[config.mk]
export PLATFORM = sky130hd
export DESIGN_NAME = mem_port_arbiter
export DESIGN_NICKNAME = d
export VERILOG_FILES = /design/src/rtl/mem_port_arbiter.sv
export SDC_FILE = /design/constraint.sdc
export NUM_CORES = 1
export LEC_CHECK = 0
export CORE_UTILIZATION = 35
export CTS_BUF_LIST = sky130_fd_sc_hd__clkbuf_8
export CTS_CLUSTER_DIAMETER = 100
export CTS_CLUSTER_SIZE = 12
export DETAILED_ROUTE_END_ITERATION = 16
export DONT_BUFFER_PORTS = 1
export PLACE_DENSITY = 0.54
export SETUP_SLACK_MARGIN = 0.02
export SYNTH_ARGS = -nofsm -noshare
export SYNTH_HDL_FRONTEND = slang
export SYNTH_SLANG_ARGS = --single-unit
[constraint.sdc]
create_clock -name clk -period 1.46 [get_ports clk]
set_input_delay 0.292 -clock clk [delete_from_list [all_inputs] [get_ports clk]]
set_output_delay 0.292 -clock clk [all_outputs]
set_load 0.005 [all_outputs]
[src/rtl/mem_port_arbiter.sv]
// rtl/mem_port_arbiter.sv - fetch/data arbiter for the unified memory port
// Optional fetch starvation guard: define ARB_STARVE_GUARD_EN.
module mem_port_arbiter #(
  parameter int AW           = 32,
  parameter int DW           = 32,
  parameter int STARVE_LIMIT = 4
) (
  input  logic          clk,
  input  logic          rst_n,
  input  logic          if_req,
  input  logic [AW-1:0] if_addr,
  input  logic          if_flush,
  output logic [DW-1:0] if_rdata,
  output logic          if_done,
  input  logic          dm_req,
  input  logic          dm_we,
  input  logic [AW-1:0] dm_addr,
  input  logic [DW-1:0] dm_wdata,
  output logic [DW-1:0] dm_rdata,
  output logic          dm_done,
  output logic          mem_req,
  output logic          mem_we,
  output logic [AW-1:0] mem_addr,
  output logic [DW-1:0] mem_wdata,
  input  logic          mem_ack,
  input  logic [DW-1:0] mem_rdata,
  output logic          stall_if,
  output logic          stall_dm
);

  localparam logic [1:0] IDLE   = 2'd0;
  localparam logic [1:0] BUSY_D = 2'd1;
  localparam logic [1:0] BUSY_I = 2'd2;

  logic [1:0] state;
  logic       discard;
  logic       grantFetch;

`ifdef ARB_STARVE_GUARD_EN
  logic [3:0] starveCnt;
  logic       starveHit;

  assign starveHit  = (starveCnt == 4'(STARVE_LIMIT));
  assign grantFetch = if_req & ~if_flush & (~dm_req | starveHit);

  // Counts data grants that overtook a live fetch request; saturates at the limit.
  always_ff @(posedge clk or negedge rst_n) begin
    if (!rst_n) begin
      starveCnt <= 4'd0;
    end else if (state == IDLE) begin
      if (grantFetch)
        starveCnt <= 4'd0;
      else if (dm_req && if_req && !if_flush && !starveHit)
        starveCnt <= starveCnt + 4'd1;
    end
  end
`else
  logic [3:0] unusedStarveLimit;

  assign unusedStarveLimit = 4'(STARVE_LIMIT);
  assign grantFetch        = if_req & ~if_flush & ~dm_req;
`endif

  assign stall_if = if_req & ~if_done;
  assign stall_dm = dm_req & ~dm_done;

  always_ff @(posedge clk or negedge rst_n) begin
    if (!rst_n) begin
      state     <= IDLE;
      discard   <= 1'b0;
      mem_req   <= 1'b0;
      mem_we    <= 1'b0;
      mem_addr  <= '0;
      mem_wdata <= '0;
      if_rdata  <= '0;
      if_done   <= 1'b0;
      dm_rdata  <= '0;
      dm_done   <= 1'b0;
    end else begin
      if_done <= 1'b0;
      dm_done <= 1'b0;
      case (state)
        IDLE: begin
          discard <= 1'b0;
          if (grantFetch) begin
            mem_req  <= 1'b1;
            mem_we   <= 1'b0;
            mem_addr <= if_addr;
            state    <= BUSY_I;
          end else if (dm_req) begin
            mem_req   <= 1'b1;
            mem_we    <= dm_we;
            mem_addr  <= dm_addr;
            mem_wdata <= dm_wdata;
            state     <= BUSY_D;
          end
        end
        BUSY_D: begin
          if (mem_ack) begin
            mem_req <= 1'b0;
            if (!mem_we)
              dm_rdata <= mem_rdata;
            dm_done <= 1'b1;
            state   <= IDLE;
          end
        end
        BUSY_I: begin
          // A redirect never aborts the bus cycle; it only drops the returned word.
          if (mem_ack) begin
            mem_req <= 1'b0;
            if (!(discard || if_flush)) begin
              if_rdata <= mem_rdata;
              if_done  <= 1'b1;
            end
            discard <= 1'b0;
            state   <= IDLE;
          end else if (if_flush) begin
            discard <= 1'b1;
          end
        end
        default: state <= IDLE;
      endcase
    end
  end

endmodule

==> metrics, run 1 <==
status=finished, violations left; failing checks=negative hold slack, negative setup slack; min Tclk post-route=1.58 ns; wire per inst=18.7 um; Filler Cell Count=1337; Rel. slew slack=85.4%; Post-Syn Instances=381; remaining antenna violation count=0; drt via density=4.85; crit path max fanout=7; Finished Core Util=48.4%; Layout Nets=620; endpoints failing hold=135; Worst Path Required=1.79 ns; I/O pin cnt=269; area occupied by multi-input gates=0.00201 mm2; ANT cells=0; worst setup path category=register to register; Slew @ Worst Pin=0.219 ns; Synth cell types=24; die area=0.0163 mm2; H-tree Lvls=4; area grow syn2layout=33.9%; RSZ-0062 raised after global routing=true; commonest non-fill, non-tap cell in the layout=dfrtp_1; post-layout instance area=0.00741 mm2; hold crit path type=input pin to asynchronous set/reset pin; maximum vdd ir drop=0.000810 V; dpl hpwl=8210 um; # DRC=0; non-filler instance count after layout=705; GP Congestion=0.769; crit path DAT=1.91 ns; Worst setup SP type=register; clock tree sinks=135; Detailed Route WL=13200 um; die width=128 um; Max Cap Viol=0; drt initial violations=121; CTS tree=yes; DR vias=3420; chip height=128 um; TritonCTS buffer count=17; Synth Cell Area=0.00554 mm2; Syn Area/Cell=14.5 um2; GRT Residual Overflow=0; skew final=0.0107 ns; global-route wire length before repair=19800 um; starting density of the core=36.2%; GRT Overall Usage=16.0%; endpoints failing setup=113; Synth Flop Type=dfrtp_1; Slew Viols, Final=0; area post-placement=0.00581 mm2; syn_nets=520; initial antenna violation count=0; layout cells sized above 1=29.4%; largest net degree at the start of global routing=136; Clock Path Buffers=2; root buffer cell=clkbuf_8; pwr/cell area=1980 mW/mm2; period utilisation layout=108%; clock-pin slew on the worst setup and hold paths=0.08 ns; Yosys reg bits=135; Syn. warnings=0; flip-flop and latch area=0.00338 mm2; port bufs=0; DR pass1 iterations=4; vias in the first global route=3623; core box area=0.0153 mm2; sequential area share after synthesis=61.0%; Skew-Pair Late Insertion Delay=0.44 ns; Placed Cells=583; most frequent cells in the layout=135 x dfrtp_1, 75 x dlygate4sd3_1, 64 x mux2_4; Hold Slack=-0.462 ns; Post-synth EDFFs=0; Max Fclk=0.632 GHz; leak pwr=3.44 nW; CP endpoint kind=register; Async S/R FF share, synth=100%; Rows=45; final setup margin=-0.122 ns
==> path summary, 6_finish.rpt <==
check / start / endpoint / slack (ns) / depth (start not counted)
setup reg to reg: state[1]$_DFFE_PN0P_ / if_rdata[28]$_DFFE_PN0P_ / -0.12 / 6
max in group asynchronous: rst_n / mem_addr[26]$_DFFE_PN0P_ / 1.76 / 0
hold reg to reg: discard$_DFFE_PN0P_ / discard$_DFFE_PN0P_ / 0.51 / 1
setup / recovery: state[1]$_DFFE_PN0P_ / if_rdata[28]$_DFFE_PN0P_ / -0.12 / 6
min in group clk: if_addr[8] / mem_addr[8]$_DFFE_PN0P_ / 0.02 / 2
hold / removal: rst_n / dm_rdata[24]$_DFFE_PN0P_ / -0.46 / 0
==> final cells by class <==
cell class              instances  share of cell area [%]
repair buffers                102                    15.7
flip-flops and latches        135                    45.6
multi-input cells             189                    27.1
clock buffers                  17                    3.16
clock inverters                15                    3.05
well taps                     211                    3.56
inverters                      36                    1.82
==> where the power goes <==
part           internal [W]  switching (W)
clock network       0.00204        0.00150
logic               0.00260        0.00146
registers           0.00551        0.00154
==> cell usage after synthesis, types with 2 or more instances <==
cell type	number	area share, %
ha_1	4	0.90
dfrtp_1	135	61
mux2_1	37	7.5
nor2b_1	3	0.34
buf_6	8	1.6
a21oi_1	33	3.0
clkbuf_1	3	0.20
nand2b_1	2	0.23
o21ai_1	3	0.27
a22o_1	2	0.32
inv_1	36	2.4
mux2_4	59	16
nor2_1	4	0.27
buf_2	10	0.90
o22ai_1	33	3.7
==> sequential cells by signal, summed over array words and instances, names as in the netlist <==
register	flops
if_rdata	32
if_done	1
mem_we	1
dm_done	1
mem_req	1
mem_addr	32
discard	1
dm_rdata	32
mem_wdata	32
state	2
==> critical path, stage by stage (launching register included) <==
cell and delay (ns):
dfrtp_1 0.42, buf_6 0.14, ha_4 0.15, and3_4 0.19
buf_12 0.14, buf_16 0.15, mux2_4 0.29
==> metrics by stage <==
| stage | setup TNS (ns) | setup slack, ns | total power (W) |
|---|---|---|---|
| finish | -6.04 | -0.122 | 0.0147 |
| detailed placement | -7.17 | -0.141 | 0.0105 |
| global route | -12.56 | -0.157 | 0.0155 |
| floorplan | -1.89 | -0.0283 | 0.00948 |
| global placement | -3.99 | -0.0650 | 0.0103 |
| CTS | -9.46 | -0.121 | 0.0146 |
==> kinds of logic (layout without fill, tap and decap cells) <==
family / after synthesis / count (layout) / share of synthesized area [%]
DFF: 135 / 135 / 61.0
muxes: 96 / 96 / 23.5
AOI/OAI and AO/OA: 74 / 74 / 7.73
buffers and inverters: 57 / 170 / 5.18
and+or+nand+nor: 15 / 15 / 1.65
adders and majority gates: 4 / 4 / 0.904
==> metal layers <==
metal	global-route usage [%]	routed length, um	up-vias
met5	0	0	-
met4	6.51	168	0
met3	5.80	863	12
met2	26.6	6730	147
met1	18.7	5440	1723
li1	-	-	1538
==> timing repair <==
item | 4_1_cts | 5_1_grt
gates cloned | 4 | 2
pin swaps | 0 | 2
gates resized for setup | 11 | 22
hold buffers | 74 | 1
endpoints found under the setup margin | 123 | 130
endpoints found under the hold margin | 240 | 136
setup buffers | 3 | 6
Note: power is estimated with default switching activity, not from simulation.
==> inputs of run 2 (changes only) <==
Settings changed: CTS_CLUSTER_DIAMETER 100 to 30, PLACE_DENSITY 0.54 to 0.52.
Clock period 1.46 ns to 1.7 ns, I/O delays scaled along.
==> run 2 against run 1 <==
The run ends with negative hold slack left. Power down 17%. Die area is the same. Clock skew increased by 0.0034 ns. Non-clock buffer count is 38 lower. Worst hold slack gained 0.043 ns. Critical path depth is 1 lower. Sequential power is 14% lower. Sequential cell count did not move. Clock power down 18%. Utilization shrank 3.3 points. Routed wire length shrank 2.4%. Critical path type unchanged. Largest cell class unchanged. Highest routed layer unchanged.
==> metrics, run 2 (same netlist as run 1, synthesis figures left out) <==
critical path depth=5; GRT Overall Usage=15.4%; status=finished, violations left; total power=0.0122 W; drt initial violations=137; post-layout instance area=0.00690 mm2; leak pwr=3.24 nW; commonest non-fill, non-tap cell in the layout=dfrtp_1; failing checks=negative hold slack; initial antenna violation count=0; skew final=0.0141 ns; starting density of the core=36.2%; DR pass1 iterations=4; clock-pin slew on the worst setup and hold paths=0.08 ns; most frequent cells in the layout=135 x dfrtp_1, 61 x mux2_4, 47 x dlygate4sd3_1; # DRC=0; GP Congestion=0.748; layout cells sized above 1=26.1%; clock tree sinks=135; WP buf/inv=2; Max Fclk=0.616 GHz; die width=128 um; chip height=128 um; wire per inst=19.3 um; CTS tree=yes; worst-case reg-to-reg path depth=5; global-route wire length before repair=18900 um; DR vias=3290; critical-path cell list=inv_2, ha_1, and3_4, clkbuf_16, mux2_4; slowest stage cell, crit path=dfrtp_1; RSZ-0062 raised after global routing=true; core box area=0.0153 mm2; dpl hpwl=8250 um; largest net degree at the start of global routing=136; Rel. slew slack=84.1%; Max Cap Viol=0; Worst setup SP type=register; I/O pin cnt=269; Skew-Pair Late Insertion Delay=0.45 ns; family with the most delay on the worst path=flip-flops; Slew Viols, Final=0; TNS Setup=0 ns; Hold Slack=-0.419 ns; remaining antenna violation count=0; TritonCTS buffer count=17; pwr/cell area=1770 mW/mm2; maximum vdd ir drop=0.000621 V; hold crit path type=input pin to asynchronous set/reset pin; port bufs=0; GRT Residual Overflow=0; H-tree Lvls=4; vias in the first global route=3526; crit path DAT=1.96 ns; area post-placement=0.00579 mm2; endpoints failing setup=0; Clock Path Buffers=2; min Tclk post-route=1.62 ns; endpoints failing hold=135; ANT cells=0; Worst Path Required=2.03 ns; period utilisation layout=95.5%; root buffer cell=clkbuf_8; Slew @ Worst Pin=0.237 ns; Rows=45; drt via density=4.93; worst setup path category=register to register; crit path max fanout=10; Layout Nets=582; CP max stage delay=0.42 ns; Finished Core Util=45.1%; Detailed Route WL=12900 um; die area=0.0163 mm2; area grow syn2layout=24.7%; CP endpoint kind=register
-- run 2: changes by cell type in the layout (fill, tap and decap cells not counted), sizes merged --
cell / change
buf: -12
clkinvlp: -3
bufinv: -1
dlygate4sd3: -28
clkinv: +4
clkbuf: +2
-- run 2: timing repair --
action,in CTS,in global routing
endpoints found under the setup margin,32,128
endpoints found under the hold margin,183,138
pin swaps,0,1
gates resized for setup,0,15
hold buffers,44,3
buffers inserted,0,2
gates cloned,1,5
-- run 2: metal layers --
| layer | wire [um] | up-vias | part of all wire (%) | global-route usage [%] |
|---|---|---|---|---|
| met1 | 5210 | 1651 | 40 | 17.5 |
| met3 | 1010 | 27 | 7.8 | 5.84 |
| li1 | - | 1459 | - | - |
| met4 | 308 | 0 | 2.4 | 8.24 |
| met2 | 6360 | 153 | 49 | 25.3 |
| met5 | 0 | - | 0 | 0 |
-- run 2: path summary, 6_finish.rpt --
kind                       slack, ns            startpoint                  endpoint
hold reg to reg                 0.52   discard$_DFFE_PN0P_       discard$_DFFE_PN0P_
setup / recovery                0.08  state[0]$_DFFE_PN0P_   if_rdata[6]$_DFFE_PN0P_
setup reg to reg                0.08  state[0]$_DFFE_PN0P_   if_rdata[6]$_DFFE_PN0P_
min in group clk                0.04         mem_rdata[20]  if_rdata[20]$_DFFE_PN0P_
hold / removal                 -0.42                 rst_n  mem_addr[24]$_DFFE_PN0P_
max in group asynchronous       1.88                 rst_n  dm_rdata[28]$_DFFE_PN0P_
-- run 2: metrics by stage --
stage / setup slack (ns) / cells
4_1_cts: 0.0140 / 657
2_1_floorplan: 0.152 / 381
3_3_place_gp: 0.0895 / 580
6_report: 0.0772 / 667
3_5_place_dp: 0.00462 / 580
5_1_grt: 0.00116 / 667
-- run 2: final cells by class --
type | count | area (um2)
Fill cell | 1392 | 8410
Sequential cell | 135 | 3380
Multi-Input combinational cell | 189 | 1910
Timing Repair Buffer | 64 | 779
Tap cell | 211 | 264
Clock buffer | 17 | 234
Clock inverter | 15 | 199
Inverter | 36 | 135
-- run 2: report_power, final --
part	leakage (nW)	switching, W	internal (W)
sequential	1.61	0.00133	0.00473
clock	0.217	0.00131	0.00161
combinational	1.42	0.00117	0.00206
